[config.mk]
export PLATFORM = sky130hd
export DESIGN_NAME = four_request_rr_arbiter
export DESIGN_NICKNAME = d
export VERILOG_FILES = /design/src/rtl/four_request_rr_arbiter.sv
export SDC_FILE = /design/constraint.sdc
export NUM_CORES = 1
export LEC_CHECK = 0
export CAP_MARGIN = 10
export CORE_MARGIN = 3
export CORE_UTILIZATION = 49
export CTS_CLUSTER_DIAMETER = 60
export DETAILED_ROUTE_END_ITERATION = 16
export PLACE_DENSITY = 0.82
export SETUP_SLACK_MARGIN = 0.2
export SYNTH_ARGS = -nofsm -noshare
export SYNTH_HDL_FRONTEND = slang
export SYNTH_SLANG_ARGS = --single-unit
[constraint.sdc]
create_clock -name clk -period 1.7 [get_ports clk]
set_clock_uncertainty 0.15 [all_clocks]
set_input_delay 0.17 -clock clk [delete_from_list [all_inputs] [get_ports clk]]
set_output_delay 0.17 -clock clk [all_outputs]
set_load 0.03 [all_outputs]
[src/rtl/four_request_rr_arbiter.sv]
// Four-way round-robin arbiter: one-hot registered grant, held until the owner
// releases (done or dropped request) or the hold timeout expires.
module four_request_rr_arbiter #(
  parameter int CNT_W    = 4,
  parameter int HOLD_MAX = 15
) (
  input  logic       clk,
  input  logic       reset,
  input  logic [3:0] req,
  input  logic       done,
  output logic       any_req,
  output logic [3:0] grant,
  output logic [1:0] grant_idx,
  output logic       busy
);

  typedef enum logic {
    IDLE,
    GRANT
  } state_t;

  localparam logic [CNT_W-1:0] HOLD_LIMIT = CNT_W'(HOLD_MAX);
  localparam logic [CNT_W-1:0] HOLD_SAT   = '1;

  state_t           state_q, state_d;
  logic [1:0]       ptr_q, ptr_d;
  logic [CNT_W-1:0] hold_cnt_q, hold_cnt_d;
  logic [3:0]       grant_q, grant_d;
  logic [1:0]       grant_idx_q, grant_idx_d;

  logic [1:0] cand;
  logic [1:0] pick_idx;
  logic       found;
  logic       timeout_hit;
  logic       release_now;

  assign any_req = |req;

  // Rotating priority scan: the first active line at or after ptr wins.
  always_comb begin
    found    = 1'b0;
    pick_idx = ptr_q;
    cand     = ptr_q;
    for (int k = 0; k < 4; k++) begin
      cand = ptr_q + 2'(k);
      if (!found && req[cand]) begin
        found    = 1'b1;
        pick_idx = cand;
      end
    end
  end

  assign timeout_hit = (HOLD_MAX != 0) && (hold_cnt_q == HOLD_LIMIT);
  assign release_now = done || !req[grant_idx_q] || timeout_hit;

  always_comb begin
    state_d     = state_q;
    ptr_d       = ptr_q;
    hold_cnt_d  = hold_cnt_q;
    grant_d     = grant_q;
    grant_idx_d = grant_idx_q;
    case (state_q)
      IDLE: begin
        if (found) begin
          state_d     = GRANT;
          grant_d     = 4'b0001 << pick_idx;
          grant_idx_d = pick_idx;
          hold_cnt_d  = CNT_W'(1);
        end
      end
      GRANT: begin
        if (release_now) begin
          state_d    = IDLE;
          grant_d    = 4'b0000;
          ptr_d      = grant_idx_q + 2'd1;
          hold_cnt_d = '0;
        end else if (hold_cnt_q != HOLD_SAT) begin
          hold_cnt_d = hold_cnt_q + CNT_W'(1);
        end
      end
      default: begin
        state_d = IDLE;
        grant_d = 4'b0000;
      end
    endcase
  end

  always_ff @(posedge clk) begin
    if (reset) begin
      state_q     <= IDLE;
      ptr_q       <= 2'd0;
      hold_cnt_q  <= '0;
      grant_q     <= 4'b0000;
      grant_idx_q <= 2'd0;
    end else begin
      state_q     <= state_d;
      ptr_q       <= ptr_d;
      hold_cnt_q  <= hold_cnt_d;
      grant_q     <= grant_d;
      grant_idx_q <= grant_idx_d;
    end
  end

  assign grant     = grant_q;
  assign grant_idx = grant_idx_q;
  assign busy      = (state_q == GRANT);

endmodule

==> implementation parameters <==
Parameter                              Value

Outcome
  Outcome ... complete, no violations

Layout
  Final core utilization ... 0.866
  Most common cell after layout, fill and taps aside ... buf_4
  Top library cells by usage in the layout, fill and taps aside ... 15 x buf_4, 8 x dlygate4sd2_1, 7 x dfxtp_1, 6 x nor2_1
  Net count reported at finish ... 129
  Synth-to-layout area growth ... 56.6%
  Fraction of final layout cells with drive strength greater than 1 ... 0.475
  # diodes ... 0

Synthesis
  Count of different cell masters after synthesis ... 38
  Post-synthesis cell area ... 756 µm²
  Biggest area contributors in the synthesized netlist ... dfxtp_1 34%, a21oi_1 6.6%, a32o_1 5.3%
  Number of standard cells after synthesis ... 86
  Cell type contributing the most total cell area after synthesis ... dfxtp_1
  Synth Register Bits ... 13
  Sequential fraction of the synthesis area ... 0.344
  EDFF count, synth ... 0
  Synth warnings ... 0
  Syn Area/Cell ... 8.79 µm²
  Synthesized net count ... 94
  Proportion of netlist area held by the largest area contributor ... 0.344
  Prevailing post-synth register cell ... dfxtp_1
  Async set-or-reset flop fraction in the synthesized netlist ... 0

Clock tree
  CTS tree ... yes
  Number of buffers added by the clock tree synthesis step ... 3
  Maximum buffer depth of the clock tree ... 2
  Clock latency reported for the late side of the worst-skew pair ... 0.28 ns
  Buffer cell driving the clock tree root ... clkbuf_4
  H-tree Lvls ... 1
  Clock transition at path regs ... 0.08 ns
  CTS sink count ... 13

Critical path
  Total number of cells along the worst setup path ... 4
  Worst flop-to-flop path startpoint ... ptr_q[0]
  Crit path cell chain ... nor2b_2 -> or4_4 -> and2_4 -> a32o_1
  Slowest cell on crit path ... or4_4
  Critical path origin ... ptr_q[0]
  Cell class contributing the biggest share of worst-path delay ... simple AND/OR/NAND/NOR gates
  Critical path type ... flop to flop
  Bufs and invs on worst path ... 0
  Arrival time worst endpoint ... 1.69 ns
  Highest fanout seen on the critical path ... 4
  Required time reported for the critical path endpoint ... 1.73 ns
  Kind of end point of the critical path ... flop
  Worst Reg-to-Reg Cells ... 4
  Sort of element at the start of the critical path ... flop
  CP max stage delay ... 0.54 ns

Global route
  Global-route congestion overflow total ... 0
  Wire length of the first global-routing pass ... 3.49 mm
  Number of antenna violations at the first check in global routing ... 0
  Overall track demand over capacity in global routing ... 0.240
  Maximum number of pins on one net before global-route repair ... 8
  Via count of the first global-routing pass ... 774

Power
  Total power divided by cell area ... 674 nW/µm²
  P_leak ... 0.505 nW
  Worst IR Drop VDD ... 609 µV

Timing
  Slew Viols, Final ... 0
  Highest Clock Rate ... 0.600 GHz
  Post-route setup TNS ... 0 ns
  Count of endpoints failing hold in the final timing report ... 0
  Share of the clock period used by the worst path ... 0.980
  RSZ-0062 raised after global routing ... true
  Max-slew headroom at the worst pin ... 0.707
  Worst Max-Slew Pin Slew ... 0.439 ns
  Time the worst path needs with I/O delays and setup ... 1.67 ns
  Number of setup violations in the final report ... 0

Place
  RD Place Congestion ... 0.753
  Input/output buffers ... 14
  Detailed placement HPWL ... 1.47 mm

Route
  Residual DRC ... 0
  DR vias/cell ... 6.42
  Average detailed-routed wire length per instance ... 18.2 µm
  Via Count ... 867
  Total iterations of the first detailed-routing run ... 4
  Violation count after the first detailed-route iteration ... 24
  Total routed wirelength ... 2.46 mm
  Remaining number of nets flagged by the antenna check after routing ... 0

Min path
  Cell depth of the worst hold path ... 1
  Hold Startpoint ... grant[2]
  Type of the worst min-delay path ... flop to flop

Die
  Ports ... 15
  Die span in x ... 45.3 µm
  Area of the die ... 2050 µm²
  Die height ... 45.3 µm
  Number of standard-cell rows in the floorplan ... 13
  Floorplan core area ... 1370 µm²
  Effective utilization at floorplan ... 0.553

Job
  Max-cap violations ... 0
[metal layers]
layer / vias up / GRT usage / wire length (µm)
met3: 13 / 0.0518 / 143
met4: 0 / 0.123 / 97
met5: - / 0 / 0
li1: 392 / - / -
met1: 419 / 0.281 / 1040
met2: 43 / 0.407 / 1180
[path summary, 6_finish.rpt]
kind,end,slack (ns)
setup reg to reg,grant[0],0.03
setup / recovery,grant[0],0.03
hold reg to reg,grant[2],0.32
hold / removal,grant[2],0.32
[repair_timing]
action | 4_1_cts | 5_1_grt
setup buffers | 7 | 0
gates resized for setup | 28 | 17
pin swaps | 8 | 2
hold buffers | 0 | 0
setup endpoints to repair | 21 | 16
[registers in the layout (all words and copies together), names as in the netlist]
name	count
grant_idx	2
hold_cnt_q	4
ptr_q	2
busy	1
grant	4
[stage by stage]
stage / std cells / total power, mW / cell area [µm²] / setup WS (ns) / hold slack [ns]
4_1_cts: 135 / 0.781 / 1140 / 0.0484 / 0.328
6_report: 135 / 0.797 / 1180 / 0.0339 / 0.321
5_1_grt: 135 / 0.831 / 1180 / -0.0155 / 0.348
3_3_place_gp: 124 / 0.563 / 1030 / -0.356 / 0.313
3_5_place_dp: 124 / 0.570 / 1030 / -0.411 / 0.311
2_1_floorplan: 86 / 0.478 / 803 / 0.115 / 0.258
[cells in the mapped netlist, drive strengths merged, types with 2 or more instances]
master and n:
nand2 6, a32o 4, o21ai 5, nor3 3, a21oi 10, mux2i 2, nor2b 3, nor2 8
dfxtp 13, and2 2, nand3 2, or4 2, a21o 2, inv 4
[where the power goes]
group	internal (mW)	switching, mW	total [mW]
registers	0.323	0.0196	0.342
clock network	0.0913	0.105	0.197
logic	0.124	0.134	0.258
[worst register-to-register path: cells and delay by family (launching register included)]
kind,cells,cell delay [ns]
simple gates,3,0.77
flops,1,0.43
compound gates,1,0.21
[kinds of logic (layout without fill, tap and decap cells)]
| kind of cell | after synthesis | in the layout | synth area share |
|---|---|---|---|
| AND/OR/NAND/NOR | 32 | 32 | 0.247 |
| AO/OA/AOI/OAI | 30 | 30 | 0.303 |
| buffers and inverters | 6 | 40 | 0.0364 |
| multiplexers | 3 | 3 | 0.0414 |
| adder cells (fa/ha/maj) | 1 | 1 | 0.0166 |
| XOR/XNOR | 1 | 1 | 0.0116 |
| flip-flops | 13 | 13 | 0.344 |
[layout make-up]
type	count	area, µm²
multi-input combinational	67	568
sequential	13	278
timing repair buffer	32	278
fill	74	183
clock buffer	4	26.3
tap	15	18.8
inverter	4	15.0
No activity file was read; power rests on OpenSTA's default activity.
